File: src/rtl/mem_arb_pkg.sv
// Shared types for the two-port memory arbiter: request/response payloads and
// the source id recorded in the route FIFO.
package mem_arb_pkg;

    typedef struct packed {
        logic [31:0] addr;
        logic [31:0] wdata;
        logic [3:0]  wstrb;
        logic        we;
    } mem_req_t;

    typedef struct packed {
        logic [31:0] rdata;
        logic        err;
    } mem_resp_t;

    typedef logic src_id_t;

    localparam src_id_t SRC_IF = 1'b0;
    localparam src_id_t SRC_D  = 1'b1;

    function automatic src_id_t other_src(input src_id_t s);
        return ~s;
    endfunction

endpackage

File: src/rtl/mem_arb_if.sv
// Valid/ready channel parameterised on its payload type; master drives
// valid/data, slave drives ready.
interface decoupled #(parameter type T = logic);
    logic valid;
    logic ready;
    T     data;

    modport master (output valid, output data, input ready);
    modport slave  (input valid, input data, output ready);
endinterface

File: src/rtl/mem_arb_route_fifo.sv
// In-order FIFO of source ids; the head is read combinationally so the
// response path adds no latency.
module route_fifo
    import mem_arb_pkg::*;
#(
    parameter int DEPTH = 4
) (
    input  logic    clk,
    input  logic    rst,
    input  logic    push,
    input  src_id_t din,
    input  logic    pop,
    output src_id_t dout,
    output logic    full,
    output logic    empty
);
    localparam int PTR_W = $clog2(DEPTH);
    localparam int CNT_W = PTR_W + 1;

    logic [PTR_W-1:0] wr_ptr_reg;
    logic [PTR_W-1:0] rd_ptr_reg;
    logic [CNT_W-1:0] count_reg;
    src_id_t          mem_reg [DEPTH];

    logic push_ok;
    logic pop_ok;

    assign full    = (count_reg == CNT_W'(DEPTH));
    assign empty   = (count_reg == '0);
    assign push_ok = push && !full;
    assign pop_ok  = pop && !empty;
    assign dout    = mem_reg[rd_ptr_reg];

    // Storage carries no reset: entries are only meaningful below count_reg.
    always_ff @(posedge clk) begin
        if (push_ok) begin
            mem_reg[wr_ptr_reg] <= din;
        end
    end

    always_ff @(posedge clk or posedge rst) begin
        if (rst) begin
            wr_ptr_reg <= '0;
            rd_ptr_reg <= '0;
            count_reg  <= '0;
        end else begin
            if (push_ok) begin
                wr_ptr_reg <= wr_ptr_reg + PTR_W'(1);
            end
            if (pop_ok) begin
                rd_ptr_reg <= rd_ptr_reg + PTR_W'(1);
            end
            case ({push_ok, pop_ok})
                2'b10:   count_reg <= count_reg + CNT_W'(1);
                2'b01:   count_reg <= count_reg - CNT_W'(1);
                default: count_reg <= count_reg;
            endcase
        end
    end

endmodule

File: src/rtl/mem_arb.sv
// Round-robin arbiter sharing one memory port between fetch and data units;
// responses are steered back by the source ids queued in route_fifo.
module mem_arb
    import mem_arb_pkg::*;
#(
    parameter int MAX_OUTSTANDING = 4
) (
    input  logic     clk,
    input  logic     rst,
    decoupled.slave  if_req,
    decoupled.master if_resp,
    decoupled.slave  d_req,
    decoupled.master d_resp,
    decoupled.master mem_req,
    decoupled.slave  mem_resp
);
    src_id_t last_src_reg;
    src_id_t held_src_reg;
    logic    lock_reg;

    src_id_t grant;
    logic    grant_valid;
    logic    fwd_ready;
    logic    push;
    logic    pop;
    logic    full;
    logic    empty;
    src_id_t head;

    // A stalled request keeps its grant so the mem_req payload cannot change
    // under the memory while it is waiting.
    always_comb begin
        grant = other_src(last_src_reg);
        if (lock_reg) begin
            grant = held_src_reg;
        end else if (if_req.valid && !d_req.valid) begin
            grant = SRC_IF;
        end else if (d_req.valid && !if_req.valid) begin
            grant = SRC_D;
        end
    end

    assign grant_valid   = (grant == SRC_D) ? d_req.valid : if_req.valid;
    assign mem_req.data  = (grant == SRC_D) ? d_req.data  : if_req.data;
    assign mem_req.valid = grant_valid && !full && !rst;
    assign fwd_ready     = mem_req.ready && !full && !rst;
    assign if_req.ready  = fwd_ready && (grant == SRC_IF);
    assign d_req.ready   = fwd_ready && (grant == SRC_D);
    assign push          = mem_req.valid && mem_req.ready;

    // Empty FIFO holds both response valids and mem_resp.ready low on its own.
    assign if_resp.data   = mem_resp.data;
    assign d_resp.data    = mem_resp.data;
    assign if_resp.valid  = mem_resp.valid && !empty && (head == SRC_IF);
    assign d_resp.valid   = mem_resp.valid && !empty && (head == SRC_D);
    assign mem_resp.ready = !empty && ((head == SRC_D) ? d_resp.ready : if_resp.ready);
    assign pop            = mem_resp.valid && mem_resp.ready;

    always_ff @(posedge clk or posedge rst) begin
        if (rst) begin
            last_src_reg <= SRC_D;
            held_src_reg <= SRC_IF;
            lock_reg     <= 1'b0;
        end else begin
            lock_reg     <= mem_req.valid && !mem_req.ready;
            held_src_reg <= grant;
            if (push) begin
                last_src_reg <= grant;
            end
        end
    end

    route_fifo #(
        .DEPTH (MAX_OUTSTANDING)
    ) u_route_fifo (
        .clk   (clk),
        .rst   (rst),
        .push  (push),
        .din   (grant),
        .pop   (pop),
        .dout  (head),
        .full  (full),
        .empty (empty)
    );

    a_no_orphan_resp : assert property (@(posedge clk) disable iff (rst)
        !(mem_resp.valid && empty));

endmodule

File: src/flat_wrapper.sv
// flat-port wrapper written by rule: the top's interface ports become plain ports
module mem_arb_flat import mem_arb_pkg::*;
#(
    parameter int MAX_OUTSTANDING = 4
)
  (clk, rst, if_req_valid, if_req_data, if_req_ready, if_resp_valid, if_resp_data, if_resp_ready, d_req_valid, d_req_data, d_req_ready, d_resp_valid, d_resp_data, d_resp_ready, mem_req_valid, mem_req_data, mem_req_ready, mem_resp_valid, mem_resp_data, mem_resp_ready);
  decoupled #(.T(mem_req_t)) if_req_i ();
  decoupled #(.T(mem_resp_t)) if_resp_i ();
  decoupled #(.T(mem_req_t)) d_req_i ();
  decoupled #(.T(mem_resp_t)) d_resp_i ();
  decoupled #(.T(mem_req_t)) mem_req_i ();
  decoupled #(.T(mem_resp_t)) mem_resp_i ();
  input  logic clk;
  input  logic rst;
  input wire logic [$bits(if_req_i.valid)-1:0] if_req_valid;
  input wire logic [$bits(if_req_i.data)-1:0] if_req_data;
  output wire logic [$bits(if_req_i.ready)-1:0] if_req_ready;
  output wire logic [$bits(if_resp_i.valid)-1:0] if_resp_valid;
  output wire logic [$bits(if_resp_i.data)-1:0] if_resp_data;
  input wire logic [$bits(if_resp_i.ready)-1:0] if_resp_ready;
  input wire logic [$bits(d_req_i.valid)-1:0] d_req_valid;
  input wire logic [$bits(d_req_i.data)-1:0] d_req_data;
  output wire logic [$bits(d_req_i.ready)-1:0] d_req_ready;
  output wire logic [$bits(d_resp_i.valid)-1:0] d_resp_valid;
  output wire logic [$bits(d_resp_i.data)-1:0] d_resp_data;
  input wire logic [$bits(d_resp_i.ready)-1:0] d_resp_ready;
  output wire logic [$bits(mem_req_i.valid)-1:0] mem_req_valid;
  output wire logic [$bits(mem_req_i.data)-1:0] mem_req_data;
  input wire logic [$bits(mem_req_i.ready)-1:0] mem_req_ready;
  input wire logic [$bits(mem_resp_i.valid)-1:0] mem_resp_valid;
  input wire logic [$bits(mem_resp_i.data)-1:0] mem_resp_data;
  output wire logic [$bits(mem_resp_i.ready)-1:0] mem_resp_ready;
  assign if_req_i.valid = if_req_valid;
  assign if_req_i.data = if_req_data;
  assign if_req_ready = if_req_i.ready;
  assign if_resp_valid = if_resp_i.valid;
  assign if_resp_data = if_resp_i.data;
  assign if_resp_i.ready = if_resp_ready;
  assign d_req_i.valid = d_req_valid;
  assign d_req_i.data = d_req_data;
  assign d_req_ready = d_req_i.ready;
  assign d_resp_valid = d_resp_i.valid;
  assign d_resp_data = d_resp_i.data;
  assign d_resp_i.ready = d_resp_ready;
  assign mem_req_valid = mem_req_i.valid;
  assign mem_req_data = mem_req_i.data;
  assign mem_req_i.ready = mem_req_ready;
  assign mem_resp_i.valid = mem_resp_valid;
  assign mem_resp_i.data = mem_resp_data;
  assign mem_resp_ready = mem_resp_i.ready;
  mem_arb #(.MAX_OUTSTANDING(MAX_OUTSTANDING)) u_core (.clk(clk), .rst(rst), .if_req(if_req_i), .if_resp(if_resp_i), .d_req(d_req_i), .d_resp(d_resp_i), .mem_req(mem_req_i), .mem_resp(mem_resp_i));
endmodule
File: config.mk
export PLATFORM = sky130hd
export DESIGN_NAME = mem_arb_flat
export DESIGN_NICKNAME = d
export VERILOG_FILES = /design/src/rtl/mem_arb_pkg.sv /design/src/rtl/mem_arb_if.sv /design/src/rtl/mem_arb_route_fifo.sv /design/src/rtl/mem_arb.sv /design/src/flat_wrapper.sv
export SDC_FILE = /design/constraint.sdc
export NUM_CORES = 1
export LEC_CHECK = 0
export CORE_AREA = 8 8 117 119
export CTS_BUF_LIST = sky130_fd_sc_hd__clkbuf_8
export CTS_CLUSTER_SIZE = 20
export DETAILED_ROUTE_END_ITERATION = 10
export DIE_AREA = 0 0 125 127
export PLACE_DENSITY = 0.73
export SYNTH_ARGS = -nofsm -noshare
export SYNTH_HDL_FRONTEND = slang
export SYNTH_SLANG_ARGS = --single-unit
File: constraint.sdc
create_clock -name clk -period 2.2 [get_ports clk]
set_clock_uncertainty 0.2 [all_clocks]
set_input_delay 0.44 -clock clk [delete_from_list [all_inputs] [get_ports clk]]
set_output_delay 0.44 -clock clk [all_outputs]
set_load 0.05 [all_outputs]
==> results of run 1 <==
-- worst reg2reg max path, delay by kind of cell, from the launching register on --
kind                     cells  cell delay [ns]
XOR/XNOR                     2             0.29
adder cells (fa/ha/maj)      2             0.52
buffers and inverters        1             0.04
flip-flops                   1             0.37
multiplexers                 2             0.81
AND/OR/NAND/NOR              2             0.23
-- worst min-delay path by stage --
stage | from | endpoint | depth (start not counted)
after global routing | rst | u_core.lock_reg$_DFF_PP0_ | 2
final | rst | u_core.lock_reg$_DFF_PP0_ | 2
after CTS | rst | u_core.u_route_fifo.count_reg[1]$_DFFE_PP0P_ | 2
after global placement | u_core.u_route_fifo.count_reg[0]$_DFFE_PP0P_ | u_core.u_route_fifo.count_reg[0]$_DFFE_PP0P_ | 1
after detailed placement | u_core.u_route_fifo.count_reg[0]$_DFFE_PP0P_ | u_core.u_route_fifo.count_reg[0]$_DFFE_PP0P_ | 1
after floorplan | rst | u_core.held_src_reg$_DFF_PP0_ | 1
-- routing by layer --
metal  GRT usage, %  share of wire, %  up-vias
li1               -                 -     1018
met1           13.4                36     1005
met2           22.6                49      182
met3           8.36                14       10
met4           2.87               1.3        0
met5              0                 0        -
-- cell type report --
class / count / area (um2)
fill: 1097 / 6880
timing repair buffer: 257 / 2800
multi-input combinational: 111 / 1500
sequential: 14 / 372
tap: 147 / 184
clock buffer: 3 / 41.3
inverter: 10 / 37.5
clock inverter: 1 / 3.75
-- power breakdown --
part           internal (W)  total, W  switching (W)
registers          0.000379  0.000466      0.0000867
clock network      0.000123  0.000215      0.0000915
logic               0.00218   0.00438        0.00220
-- Yosys cell counts, drive strengths merged (2+ instances only) --
master / number
mux2i: 2
buf: 73
ha: 5
inv: 10
mux2: 71
xnor2: 2
nand2b: 2
nor3: 2
edfxtp: 4
and2: 5
dfrtp: 9
nor2: 8
xor2: 4
a21oi: 2
-- what timing repair did --
item / CTS / global route
buffers inserted: 4 / 10
resized for setup: 62 / 48
cloned: 3 / 0
pin swaps: 2 / 3
endpoints found under the hold margin: 0 / 0
endpoints found under the setup margin: 76 / 77
-- stage by stage --
stage	util, %	hold WS [ns]
floorplan	-	0.0795
finish	41.8	0.178
global placement	36.7	0.306
CTS	40.0	0.185
detailed placement	36.7	0.343
global route	41.8	0.228
-- cells by family (layout without fill, tap and decap cells) --
kind of cell | after synthesis | count (layout)
AND/OR/NAND/NOR | 20 | 20
adder cells (fa/ha/maj) | 6 | 6
AO/OA/AOI/OAI | 5 | 5
flip-flops | 14 | 14
multiplexers | 74 | 74
buffers and inverters | 83 | 271
XOR/XNOR | 6 | 6
==> results.ini, run 1 <==
[run_status]
status=finished, violations left
violations=negative setup slack

[drt]
vias_per_cell=4.08
finalWirelength_um=11400
wl_per_cell_um=21.0
first_iter_violations=76
firstDrtPassIters=4
drc=0
vias=2215
ant_nets=0

[clock_network]
clockBufferDepth=2
cts.sinks=14
path_clk_slew_ns=0.06
hold_buffers=0
tritoncts=yes
htree_levels=1
insertion_delay_ns=0.24
cts_made_buffers=3
root_buffer=clkbuf_8

[logic_synthesis]
ys_ff_latch=14
synth_top_family_by_area=multiplexers
synth_edf_count=4
avgSynthCellArea_um2=10.3
synth_compound_area_share_pct=2.29
muxShareOfSynthArea_pct=39.6
netlist_instances=208
yosysWarnings=0
synth_xor_xnor_area_share_pct=2.46
synth-adder-area-share_pct=3.87
synth-seq-area-share_pct=17.4
synth.distinct_cells=29
synth_top_flop_cell=dfrtp_1
netlist.area_leader.share_pct=34.3
synth_area_leaders=mux2_2 (34%), buf_4 (24%), dfrtp_1 (11%), edfxtp_1 (5.6%), buf_6 (3.2%)
async_flop_share_pct=71.4
synth_area_um2=2130
syn-num-nets=393
synth_simple_gate_area_share_pct=5.86
yosysTopAreaCell=mux2_2

[die]
initial_core_util_pct=18.1
core_region_area_um2=11800
rows=40
die-area_um2=15900
chipHeight_um=127
fp.dieW_um=125
top_level_ports=320

[timing]
setup_violations=77
setup_ws_ns=-0.486
period_share_pct=122
slew_headroom_pct=74.6
tns_ns=-31.02
worst_slew_pin_slew_ns=0.378
maxSlewViolCount=0
period_needed_ns=2.69
max_freq_ghz=0.372
rsz0062_at_grt=yes
finalHoldViolations=0

[setup_path]
crit_buf_inv=4
critPathMaxFanout=8
crit_top_cell=buf_12
worst-path-stages=7
end_kind=output port
crit_chain=nor2_2, o31ai_4, buf_12, buf_12, buf_16, mux2_4, buf_6
r2r-start=u_core.u_route_fifo.rd_ptr_reg[0]$_DFFE_PP0P_
critPathKind=reg -> out
worst_path_max_delay_cell=dfstp_2
reg2reg_depth=9
start_kind=register
reg2reg_slack_ns=-0.34
worstReg2RegEnd=u_core.u_route_fifo.count_reg[2]$_DFFE_PP0P_
worstPathArrival_ns=2.05
cp_data_required_time_ns=1.56
max_stage_delay_ns=0.56
cp-startpoint=u_core.last_src_reg$_DFFE_PP1P_
critPathTopFamily=buffers and inverters
crit_end=mem_req_data[64]

[place]
dp_cells=525
detailedPlace.worstSlack_ns=-0.654
io_buffer_count=220
place_hpwl_um=9690
dpl_cell_area_um2=4330
routabilityCongestion=0.822

[grt]
grt_pass1_wl_um=16200
antenna_found_initial=0
grtUsageTotal_pct=13.2
grt_pass1_vias=2420
gr-total-overflow=0
grt_max_degree=11

[pwr]
power_density_nw_per_um2=1030
p_leak_nw=2.23
ir_drop_v=0.000622
totalPowerFinal_w=0.00506

[worst_hold_path]
holdCritPathClass=in -> async

[layout]
final_cell_mix=clkdlybuf4s50_1 (142), buf_6 (71), mux2_4 (69)
layout_commonest_cell=clkdlybuf4s50_1
nNetsFinal=582
fin_area_um2=4930
num_antenna_cells=0
area_growth_syn_to_layout_pct=131
drive_gt1_share_pct=52.8
stdcell_count=543
largest_reg_flops=4

[run]
maxCapViolations=0

Note: power is estimated with default switching activity, not from simulation.
==> run 2: changes to the inputs <==
- CORE_AREA: 8 8 117 119 -> 8 8 120 122
- DIE_AREA: 0 0 125 127 -> 0 0 128 130
- DONT_BUFFER_PORTS: not set -> 1
- PLACE_DENSITY: 0.73 -> 0.36
==> run 2 against run 1 <==
Effect of this change: the run still ends with negative setup slack left; first-iteration DRC count decreased by 57%; total power fell by 22%; count of clock-buffer cells in the layout unchanged; worst setup slack improved by 0.14 ns; sequential share of layout area is 6.8 points higher; final cell count decreased by 37%; clock power about the same; register-to-register slack improved by 0.05 ns; flip-flop and latch count stayed put; critical path depth is 2 lower; critical path type unchanged; critical endpoint is now mem_req_data[58]; highest routed layer unchanged.
==> results.ini, run 2 (synthesized netlist as in run 1, its figures left out) <==
[worst_hold_path]
holdCritPathClass=in -> reg

[layout]
num_antenna_cells=0  ; unchanged
area_growth_syn_to_layout_pct=21.7
drive_gt1_share_pct=74.9  ; +22 points
final_cell_mix=mux2_4 (69), buf_4 (16), dfrtp_1 (9)
layout_commonest_cell=mux2_4
fillCellCount=1365  ; +24%
largest_reg_flops=4  ; unchanged
nNetsFinal=357  ; -39%
stdcell_count=343  ; -37%

[pwr]
internal_power_w=0.00178  ; -34%
p_clk_share_pct=5.4  ; +1.2 points
comb_power_share_pct=82.9  ; -3.7 points
p_leak_nw=1.17  ; -47%
power_density_nw_per_um2=1520  ; +48%
p_switching_w=0.00217  ; -8.9%
ir_drop_v=0.000375  ; -40%
switching_share_pct=54.9  ; +7.9 points
seqPwrFrac_pct=11.6  ; +2.4 points

[clock_network]
insertion_delay_ns=0.24  ; about the same
clockBufferDepth=2  ; unchanged
cts.sinks=14  ; unchanged
htree_levels=1  ; unchanged
root_buffer=clkbuf_8
path_clk_slew_ns=0.06  ; about the same
cts_made_buffers=3  ; unchanged
tritoncts=yes

[grt]
grt_max_degree=19  ; +8
grt_pass1_wl_um=11300  ; -30%
antenna_found_initial=0  ; unchanged
grtUsageTotal_pct=9.23  ; -4.0 points
gr-total-overflow=0  ; unchanged
grt_pass1_vias=1450  ; -40%

[timing]
whs_ns=0.203  ; +0.0243 ns
tns_ns=-23.66  ; +7.36 ns
maxSlewViolCount=0  ; unchanged
worst_slew_pin_slew_ns=0.407  ; +0.0283 ns
setup_violations=76  ; -1.3%
setup_ws_ns=-0.343  ; +0.143 ns
rsz0062_at_grt=yes
period_needed_ns=2.54  ; -0.143 ns
finalHoldViolations=0  ; unchanged
max_freq_ghz=0.393  ; +5.6%
period_share_pct=116  ; -6.5 points
slew_headroom_pct=72.9  ; -1.7 points

[drt]
wl_per_cell_um=27.2  ; +29%
drc=0  ; unchanged
vias_per_cell=4.00  ; -1.9%
ant_nets=0  ; unchanged
finalWirelength_um=9330  ; -18%
firstDrtPassIters=4  ; unchanged
first_iter_violations=33  ; -57%
vias=1373  ; -38%

[die]
top_level_ports=320  ; unchanged
die-area_um2=16600  ; +4.8%
core_region_area_um2=12400  ; +5.1%
chipHeight_um=130  ; +2.4%
initial_core_util_pct=17.2  ; -0.88 points
rows=41  ; +2.5%
fp.dieW_um=128  ; +2.4%

[place]
io_buffer_count=0  ; -100%
place_hpwl_um=7730  ; -20%
routabilityCongestion=0.771  ; -6.2%
dp_cells=326  ; -38%

[run]
maxCapViolations=0  ; unchanged

[setup_path]
critPathKind=reg -> out
end_kind=output port
crit_chain=nor2_2, o31ai_4, buf_12, buf_16, mux2_4
worst_path_max_delay_cell=dfstp_2
max_stage_delay_ns=0.55  ; about the same
worstPathArrival_ns=1.90  ; -0.15 ns
start_kind=register
cp_data_required_time_ns=1.56  ; about the same
critPathMaxFanout=17  ; +9

[run_status]
violations=negative setup slack
status=finished, violations left

-- run 2: power by group through the flow --
stage / logic (W) / clock network (W) / registers, W
CTS: 0.00315 / 0.000228 / 0.000462
global route: 0.00341 / 0.000238 / 0.000476
global placement: 0.00289 / 0 / 0.000457
detailed placement: 0.00288 / 0 / 0.000460
floorplan: 0.00283 / 0 / 0.000448
finish: 0.00327 / 0.000214 / 0.000459
-- run 2: critical path: cells and delay by family (launching register included) --
kind,cells,cell delay (ns)
simple gates,1,0.05
mux,1,0.40
flops,1,0.55
compound gates,1,0.25
buf+inv,2,0.39
-- run 2: path summary, 6_finish.rpt --
kind | startpoint | to | slack (ns) | cells past startpoint
min in group asynchronous | rst | u_core.lock_reg$_DFF_PP0_ | 0.43 | 2
max | u_core.last_src_reg$_DFFE_PP1P_ | mem_req_data[58] | -0.34 | 5
max reg2reg | u_core.u_route_fifo.rd_ptr_reg[0]$_DFFE_PP0P_ | u_core.u_route_fifo.count_reg[2]$_DFFE_PP0P_ | -0.29 | 9
min | mem_req_ready | u_core.lock_reg$_DFF_PP0_ | 0.20 | 2
min reg2reg | u_core.u_route_fifo.rd_ptr_reg[1]$_DFFE_PP0P_ | u_core.u_route_fifo.rd_ptr_reg[1]$_DFFE_PP0P_ | 0.29 | 1
max in group asynchronous | rst | u_core.last_src_reg$_DFFE_PP1P_ | 1.05 | 2
-- run 2: cell type report --
class                      instances  area, um2  area share (%)
clock buffer                       3       41.3            1.59
inverter                          10       37.5            1.45
timing repair buffer              32        435            16.8
sequential                        14        372            14.3
multi-input combinational        111       1490            57.5
tap                              172        215            8.29
clock inverter                     1       3.75           0.145
-- run 2: timing repair --
item,in CTS,in global routing
gates resized for setup,13,6
cloned,3,2
pin swaps,3,4
hold buffers,1,0
hold endpoints to repair,9,0
setup buffers,3,4
setup endpoints to repair,77,77
-- run 2: layer usage --
| metal | routed length [um] | up-vias | global-route usage, % |
|---|---|---|---|
| met5 | 0 | - | 0 |
| met3 | 1690 | 9 | 7.43 |
| met2 | 4500 | 161 | 14.6 |
| met4 | 68 | 0 | 1.40 |
| li1 | - | 568 | - |
| met1 | 3060 | 635 | 9.54 |
-- run 2: stage by stage --
| stage | total power [W] | worst slack (ns) | util (%) | cell area [um2] |
|---|---|---|---|---|
| after floorplan | 0.00328 | -0.236 | - | 2420 |
| after global placement | 0.00334 | -0.235 | 18.4 | 2280 |
| after detailed placement | 0.00334 | -0.279 | 18.4 | 2280 |
| after CTS | 0.00384 | -0.373 | 20.1 | 2490 |
| after global routing | 0.00412 | -0.403 | 20.9 | 2600 |
| final | 0.00394 | -0.343 | 20.9 | 2600 |
